`src/rtl/alu_seq.sv`:
```
// alu_seq: nibble-serial ALU sequencer.
//
// Drives one external 4-bit lookup-ROM ALU slice for NIBBLES consecutive cycles
// to build a WIDTH-bit result, LSB nibble first. Carry is chained through the
// slice's prop/gen outputs. The zero flag is accumulated from the slice's
// per-nibble zero output.
//
// Ports:
//   CLK, N_RST             clock, asynchronous active-low reset
//   REQ_VALID/REQ_READY    request handshake; REQ_READY is high only in IDLE
//   REQ_OP/A/B/CIN         opcode, operands, carry-in (ADD/SUB only)
//   RESP_VALID/RESP_READY  response handshake; data held until taken
//   RESP_OUT, RESP_Z/C/N/V result and flags
//   SLICE_A/B/OP/C_IN      registered drive to the slice (zero outside RUN)
//   SLICE_OUT              slice data {-, zero, gen, prop, out[3:0]}
//
// Opcode encoding (3 bits):
//   0 NOP0, 1 ADD, 2 SUB, 3 AND, 4 OR, 5 XOR, 6 NOT, 7 NOP1
module alu_seq #(
    parameter  int NIBBLES = 8,
    localparam int WIDTH   = 4 * NIBBLES
) (
    input  logic             CLK,
    input  logic             N_RST,
    input  logic             REQ_VALID,
    output logic             REQ_READY,
    input  logic [2:0]       REQ_OP,
    input  logic [WIDTH-1:0] REQ_A,
    input  logic [WIDTH-1:0] REQ_B,
    input  logic             REQ_CIN,
    output logic             RESP_VALID,
    input  logic             RESP_READY,
    output logic [WIDTH-1:0] RESP_OUT,
    output logic             RESP_Z,
    output logic             RESP_C,
    output logic             RESP_N,
    output logic             RESP_V,
    output logic [3:0]       SLICE_A,
    output logic [3:0]       SLICE_B,
    output logic [2:0]       SLICE_OP,
    output logic             SLICE_C_IN,
    input  logic [7:0]       SLICE_OUT
);

    localparam logic [2:0] ALU_ADD = 3'd1;
    localparam logic [2:0] ALU_SUB = 3'd2;

    localparam logic [1:0] ST_IDLE = 2'd0;
    localparam logic [1:0] ST_RUN  = 2'd1;
    localparam logic [1:0] ST_DONE = 2'd2;

    localparam int CW = (NIBBLES > 1) ? $clog2(NIBBLES) : 1;

    logic [1:0]       state;
    logic [CW-1:0]    cnt;
    logic [WIDTH-1:0] a_sh, b_sh, res_sh;
    logic [2:0]       op_q;
    logic             carry_q, zacc_q;
    logic             a_msb, b_msb;

    logic             run, arith, last;
    logic [WIDTH-1:0] nib_w, res_next;
    logic             carry_next, zacc_next, b_eff_msb;
    logic             unused_bit7;

    assign unused_bit7 = SLICE_OUT[7];

    assign run   = (state == ST_RUN);
    assign arith = (op_q == ALU_ADD) || (op_q == ALU_SUB);
    assign last  = (cnt == CW'(NIBBLES - 1));

    // New nibble enters at the top; after NIBBLES shifts the first nibble sits in [3:0].
    assign nib_w      = WIDTH'(SLICE_OUT[3:0]);
    assign res_next   = (res_sh >> 4) | (nib_w << (WIDTH - 4));
    assign carry_next = arith & (SLICE_OUT[5] | (SLICE_OUT[4] & carry_q));
    assign zacc_next  = zacc_q & SLICE_OUT[6];
    // Subtract is A + ~B + cin, so overflow compares against the inverted B msb.
    assign b_eff_msb  = (op_q == ALU_SUB) ? ~b_msb : b_msb;

    assign REQ_READY  = (state == ST_IDLE);
    assign RESP_VALID = (state == ST_DONE);

    // Slice inputs come only from registers, forced to 0 outside RUN.
    assign SLICE_A    = run ? a_sh[3:0] : 4'd0;
    assign SLICE_B    = run ? b_sh[3:0] : 4'd0;
    assign SLICE_OP   = run ? op_q      : 3'd0;
    assign SLICE_C_IN = run & carry_q;

    always_ff @(posedge CLK or negedge N_RST) begin
        if (!N_RST) begin
            state    <= ST_IDLE;
            cnt      <= '0;
            a_sh     <= '0;
            b_sh     <= '0;
            res_sh   <= '0;
            op_q     <= 3'd0;
            carry_q  <= 1'b0;
            zacc_q   <= 1'b0;
            a_msb    <= 1'b0;
            b_msb    <= 1'b0;
            RESP_OUT <= '0;
            RESP_Z   <= 1'b0;
            RESP_C   <= 1'b0;
            RESP_N   <= 1'b0;
            RESP_V   <= 1'b0;
        end else begin
            case (state)
                ST_IDLE: begin
                    if (REQ_VALID) begin
                        a_sh    <= REQ_A;
                        b_sh    <= REQ_B;
                        op_q    <= REQ_OP;
                        carry_q <= ((REQ_OP == ALU_ADD) || (REQ_OP == ALU_SUB)) & REQ_CIN;
                        zacc_q  <= 1'b1;
                        cnt     <= '0;
                        a_msb   <= REQ_A[WIDTH-1];
                        b_msb   <= REQ_B[WIDTH-1];
                        state   <= ST_RUN;
                    end
                end
                ST_RUN: begin
                    a_sh    <= a_sh >> 4;
                    b_sh    <= b_sh >> 4;
                    res_sh  <= res_next;
                    carry_q <= carry_next;
                    zacc_q  <= zacc_next;
                    cnt     <= cnt + CW'(1);
                    if (last) begin
                        // Flags are captured with the final nibble so RESP_* stays
                        // untouched while the next operation runs.
                        state    <= ST_DONE;
                        RESP_OUT <= res_next;
                        RESP_Z   <= zacc_next;
                        RESP_C   <= carry_next;
                        RESP_N   <= res_next[WIDTH-1];
                        RESP_V   <= arith & (a_msb == b_eff_msb) &
                                    (res_next[WIDTH-1] != a_msb);
                    end
                end
                ST_DONE: begin
                    if (RESP_READY) state <= ST_IDLE;
                end
                default: state <= ST_IDLE;
            endcase
        end
    end

endmodule

```
`config.mk`:
```
export PLATFORM = sky130hd
export DESIGN_NAME = alu_seq
export DESIGN_NICKNAME = d
export VERILOG_FILES = /design/src/rtl/alu_seq.sv
export SDC_FILE = /design/constraint.sdc
export NUM_CORES = 1
export LEC_CHECK = 0
export CELL_PAD_IN_SITES_DETAIL_PLACEMENT = 0
export CELL_PAD_IN_SITES_GLOBAL_PLACEMENT = 1
export CORE_ASPECT_RATIO = 0.7
export CORE_UTILIZATION = 40
export CTS_BUF_LIST = sky130_fd_sc_hd__clkbuf_4 sky130_fd_sc_hd__clkbuf_8
export DETAILED_ROUTE_END_ITERATION = 8
export HOLD_SLACK_MARGIN = 0.03
export PLACE_DENSITY = 0.84
export SETUP_SLACK_MARGIN = 0.2
export SYNTH_ARGS = -nofsm -noshare
export SYNTH_HDL_FRONTEND = slang
export SYNTH_SLANG_ARGS = --single-unit
```
`constraint.sdc`:
```
create_clock -name CLK -period 3.3 [get_ports CLK]
set_clock_uncertainty 0.2 [all_clocks]
set_input_delay 0.66 -clock CLK [delete_from_list [all_inputs] [get_ports CLK]]
set_output_delay 0.66 -clock CLK [all_outputs]
set_load 0.005 [all_outputs]
```
==> impl_metrics.tcl, run 1 <==
set metrics [dict create \
    nFillCells 1264 \
    worstSetupStartpoint "state[0]" \
    worst_pin_slew_ps 643 \
    antenna_found_initial 0 \
    worstHoldPathType "reg -> reg" \
    yosys.cell_types.count 28 \
    power_mw 7.40 \
    cellPowerDensity_nw_per_um2 956 \
    path_delay_family "simple AND/OR/NAND/NOR gates" \
    cp.required_ps 2440 \
    ant_nets 0 \
    regArea_um2 3480 \
    cts-resized-gates 0 \
    worstHoldStart "res_sh[8]" \
    whs_ps 284 \
    cts-root-buf "clkbuf_8" \
    drc 0 \
    fin_tns_setup_ps 0 \
    coreArea_um2 14100 \
    cpPeakStageDelay_ps 510 \
    relSlewSlack 0.571 \
    grtUsageMet3 0.0319 \
    final_nets 803 \
    hpwl_mm 8.98 \
    wl_mm 13.7 \
    clk_path_buf_depth 2 \
    die_area_um2 15100 \
    synth_area_leaders "dfrtp_1, nand2_1, a31oi_1" \
    clock_latency_ps 430 \
    final.min_clock_period_ps 2920 \
    pin_count 130 \
    final_cell_area_um2 7730 \
    via_per_inst 4.86 \
    row_count 36 \
    synth_top_cell_by_area "dfrtp_1" \
    status "completed" \
    grt_pass1_wl_mm 22.5 \
    met1_usage 0.277 \
    clkSlewWorstSetupHoldPaths_ps 90 \
    start_util 0.414 \
    num_vias 4489 \
    yosysSeqAreaShare 0.597 \
    gr-max-usage-layer "met2" \
    htreeDepth 4 \
    grt.total_usage 0.192 \
    fmax_mhz 343 \
    postCtsSetupRepairBufs 0 \
    postSynthCellCount 606 \
    grt_max_degree 62 \
    overflow 0 \
    num_antenna_cells 0 \
    synth_nets 688 \
    cts_sinks 139 \
    place_congestion 0.791 \
    die_h_um 103 \
    drive_above_1_share 0.109 \
    p_leak_nw 3.52 \
    synth_top_cell_area_share 0.597 \
    multi_input_area_um2 2160 \
    slew_violations 0 \
    ir_drop_v 0.000411 \
    dpl.cell_count 891 \
    final_cells 923 \
    gr-usage-met2 0.295 \
    grt_pass1_vias 4429 \
    worstPathCellList "nor2b_4 > and2_1 > clkdlybuf4s50_1" \
    io_buffer_count 128 \
    cts_tree "yes" \
    placed_area_um2 7270 \
    drt-pass1-iter-count 4 \
    drtIter0Drc 274 \
    path_buf_inv 1 \
    crit_arrival_ps 2060 \
    fin_crit_sh 0.883 \
    area_growth_pct 32.8 \
    final-hold-violation-count 0 \
    crit_path_end_kind "output port" \
    critPathLaunchType "register" \
    setup_viol 0 \
    wl_per_cell_um 14.8 \
    postSynthAreaPerCell_um2 9.61 \
    cts_buffers 17 \
    ys_seq_elements 139 \
    netlist_area_um2 5820 \
    yosysWarnings 0 \
    drv_cap 0 \
    die_w_um 146 \
    critPathMaxFanout 19 \
    rsz0062_at_grt "false" \
    path_class "reg -> out" \
    r2r-start "state[0]" \
    cp_slowest_cell "clkdlybuf4s50_1" \
]
==> cell type report <==
class	instances	area share
timing repair buffer	138	0.181
clock inverter	14	0.0283
clock buffer	17	0.0303
tap	190	0.0307
sequential	139	0.450
inverter	1	0.000485
multi-input combinational	424	0.280
==> cell families after synthesis <==
| logic type | after synthesis | synth area share |
|---|---|---|
| AOI/OAI and AO/OA | 76 | 0.0808 |
| adders and majority gates | 2 | 0.00430 |
| muxes | 35 | 0.0694 |
| buffers and inverters | 43 | 0.0346 |
| DFF | 139 | 0.597 |
| and+or+nand+nor | 308 | 0.209 |
| xor gates and xnor gates | 3 | 0.00451 |
==> cells in the final DEF (no fill, tap or decap), drive strengths merged <==
master,instances
nand4b,1
a31oi,57
a21oi,1
or2b,1
nor2b,3
o21ai,12
bufinv,5
dfrtp,139
xnor2,1
ha,2
clkbuf,17
nand2,229
clkdlybuf4s50,127
and2,12
clkinv,1
o31ai,2
buf,10
dlygate4sd3,1
o22a,1
inv,4
mux2i,1
nor2,58
nor3b,2
nand2b,2
xor2,2
a22o,2
o21a,1
mux2,34
clkinvlp,5
==> final timing paths <==
check                           slack, ps  cells after the start           end
worst max-delay path                  380                      3    SLICE_A[0]
worst min-delay path                  280                      2     res_sh[4]
worst max register to register        830                      5  RESP_OUT[22]
worst min register to register        280                      2     res_sh[4]
max in group asynchronous            1560                      3      a_sh[15]
min in group asynchronous             540                      2       b_sh[5]
==> metrics by stage <==
| stage | utilization | setup slack [ps] |
|---|---|---|
| finish | 0.550 | 385 |
| global route | 0.550 | 262 |
| CTS | 0.550 | 339 |
| detailed placement | 0.517 | 828 |
| global placement | 0.517 | 873 |
| floorplan | - | 1450 |
==> where the power goes <==
part	switching (mW)	internal [mW]	total [mW]
clock	0.677	0.901	1.58
combinational	1.43	1.42	2.85
sequential	0.470	2.50	2.97
total	2.58	4.81	7.40
==> synth_stat cells, drive strengths merged <==
cell,instances
o31ai,2
mux2i,1
o22a,1
or2b,1
xor2,2
o21ai,12
o21a,1
buf,18
nor2b,3
and2,12
clkbuf,24
dfrtp,139
nand4b,1
nand2b,2
inv,1
xnor2,1
nor2,58
mux2,34
a22o,2
ha,2
a21oi,1
nand2,229
a31oi,57
nor3b,2
==> state kept, by name, summed over array words and instances (netlist names), 2 cells and up <==
signal	count
a_sh	32
op_q	3
state	2
cnt	3
RESP_OUT	32
res_sh	28
b_sh	32
==> routing by layer <==
metal | part of all wire | wire (µm)
met5 | 0 | 0
met4 | 0.0081 | 111
met3 | 0.037 | 505
met2 | 0.44 | 6070
met1 | 0.51 | 6980
==> worst min-delay path, cell delays in order, from the launching register on <==
cell and delay, ps:
dfrtp_1 360, nand2_1 50, nand2_1 50
==> what timing repair did <==
action,in CTS,in global routing
endpoints found under the setup margin,0,0
hold buffers,1,0
hold endpoints to repair,52,0
(Power assumes the default switching activity.)
==> run 2, diff against run 1 <==
==> constraint.sdc (replaced) <==
create_clock -name CLK -period 2.85 [get_ports CLK]
set_clock_uncertainty 0.2 [all_clocks]
set_input_delay 0.57 -clock CLK [delete_from_list [all_inputs] [get_ports CLK]]
set_output_delay 0.57 -clock CLK [all_outputs]
set_load 0.005 [all_outputs]
==> run 2 against run 1 <==
Against the previous run:
- first-iteration DRC count is 8.4% lower
- die area unchanged
- wire length fell by 0.58%
- sequential power grew 15%
- sequential share of layout area fell by 0.66 points
- core utilization increased by 0.84 points
- global-route usage is 0.063 points higher
- combinational power increased by 19%
- worst hold slack got worse by 5.1 ps
- largest power group unchanged
- highest routed layer unchanged
==> impl_metrics.tcl, run 2 (synthesis results as in run 1) <==
set metrics [dict create \
    status "completed" \
    drt-pass1-iter-count 4 \
    cellPowerDensity_nw_per_um2 1110 \
    ant_nets 0 \
    start_util 0.414 \
    cpPeakStageDelay_ps 510 \
    final.min_clock_period_ps 2550 \
    swShare 0.347 \
    pin_count 130 \
    clkPwrFrac 0.218 \
    p_leak_nw 3.60 \
    grt_pass1_vias 4442 \
    final_nets 810 \
    p_seq_frac 0.393 \
    drtIter0Drc 251 \
    cts_sinks 139 \
    ir_drop_v 0.000496 \
    mostFrequentLayoutCell "nand2_1" \
    p_int_mw 5.70 \
    final-hold-violation-count 0 \
    drc 0 \
    clkSlewWorstSetupHoldPaths_ps 80 \
    rsz0062_at_grt "false" \
    relSlewSlack 0.620 \
    antenna_found_initial 0 \
    critPathLaunchType "register" \
    grt_pass1_wl_mm 22.8 \
    grt_max_degree 63 \
    path_delay_family "buffers and inverters" \
    path_buf_inv 2 \
    drive_above_1_share 0.120 \
    grt.total_usage 0.193 \
    slew_violations 0 \
    overflow 0 \
    cp_slowest_cell "clkdlybuf4s50_1" \
    worst_pin_slew_ps 567 \
    clk_path_buf_depth 2 \
    area_growth_pct 34.8 \
    setup_viol 0 \
    die_w_um 146 \
    via_per_inst 4.84 \
    row_count 36 \
    crit_path_end_kind "output port" \
    hpwl_mm 9.02 \
    final_cell_mix "nand2_1, dfrtp_1, clkdlybuf4s50_1, nor2_1, a31oi_1" \
    fin_tns_setup_ps 0 \
    critPathMaxFanout 14 \
    crit_arrival_ps 1780 \
    reg_top3 "RESP_OUT x32, a_sh x32, b_sh x32" \
    switchingPower_mw 3.03 \
    fmax_mhz 391 \
    fin_crit_sh 0.896 \
    cts-root-buf "clkbuf_8" \
    worstPathCellList "nor2b_4 > buf_12 > and2_1 > clkdlybuf4s50_1" \
    worstHoldPathType "reg -> reg" \
    num_antenna_cells 0 \
    cts_tree "yes" \
    num_vias 4506 \
    wl_mm 13.6 \
    cp.required_ps 2080 \
    pwr-share-comb 0.389 \
    htreeDepth 4 \
    final_util 0.559 \
    die_h_um 103 \
    coreArea_um2 14100 \
    io_buffer_count 128 \
    cts_buffers 17 \
    clock_latency_ps 430 \
    wl_per_cell_um 14.6 \
    path_class "reg -> out" \
    drv_cap 0 \
    die_area_um2 15100 \
    place_congestion 0.782 \
]
==> run 2: routing by layer <==
layer	GRT usage	share of wire
met1	0.281	0.51
met4	0.0433	0.0063
met2	0.292	0.44
met5	0	0
met3	0.0465	0.038
==> run 2: worst register-to-register path: cells and delay by family, from the launching register on <==
family,cells,cell delay (ps)
buffers and inverters,3,550
multiplexers,1,340
AND/OR/NAND/NOR,2,570
flip-flops,1,390
==> run 2: final cells by class <==
type / count / area [µm²]
clock buffers: 18 / 248
clock inverters: 14 / 231
fillers: 1288 / 6200
inverters: 1 / 3.75
multi-input cells: 424 / 2160
flip-flops and latches: 139 / 3480
well taps: 190 / 238
repair buffers: 145 / 1490
==> run 2: final timing paths <==
path	start	end	slack (ps)	cells past startpoint
worst max-delay path	state[1]	SLICE_C_IN	300	4
worst min-delay path	res_sh[6]	res_sh[6]	280	2
worst max register to register	state[0]	RESP_OUT[26]	690	6
worst min register to register	res_sh[6]	res_sh[6]	280	2
max in group asynchronous	N_RST	state[1]	1370	3
min in group asynchronous	N_RST	b_sh[9]	380	2
==> run 2: through the flow <==
stage	std cells	instance area (µm²)	total power, mW	setup slack, ps	hold slack [ps]
detailed placement	894	7320	6.84	527	263
floorplan	606	5820	5.39	1090	74.4
CTS	929	7830	8.82	228	282
global route	931	7850	9.43	219	318
finish	931	7850	8.73	296	279
global placement	894	7320	6.74	542	256
==> run 2: what timing repair did <==
item	CTS	global route
hold buffers	1	0
buffers inserted	2	2
endpoints found under the setup margin	12	11
resized for setup	0	1
endpoints found under the hold margin	35	0
==> run 2: power by group through the flow <==
stage / registers, mW / clock network [mW] / logic, mW
floorplan: 3.33 / 0 / 2.06
global placement: 3.43 / 0 / 3.30
detailed placement: 3.47 / 0 / 3.37
CTS: 3.44 / 1.94 / 3.43
global route: 3.56 / 2.02 / 3.85
finish: 3.43 / 1.90 / 3.40
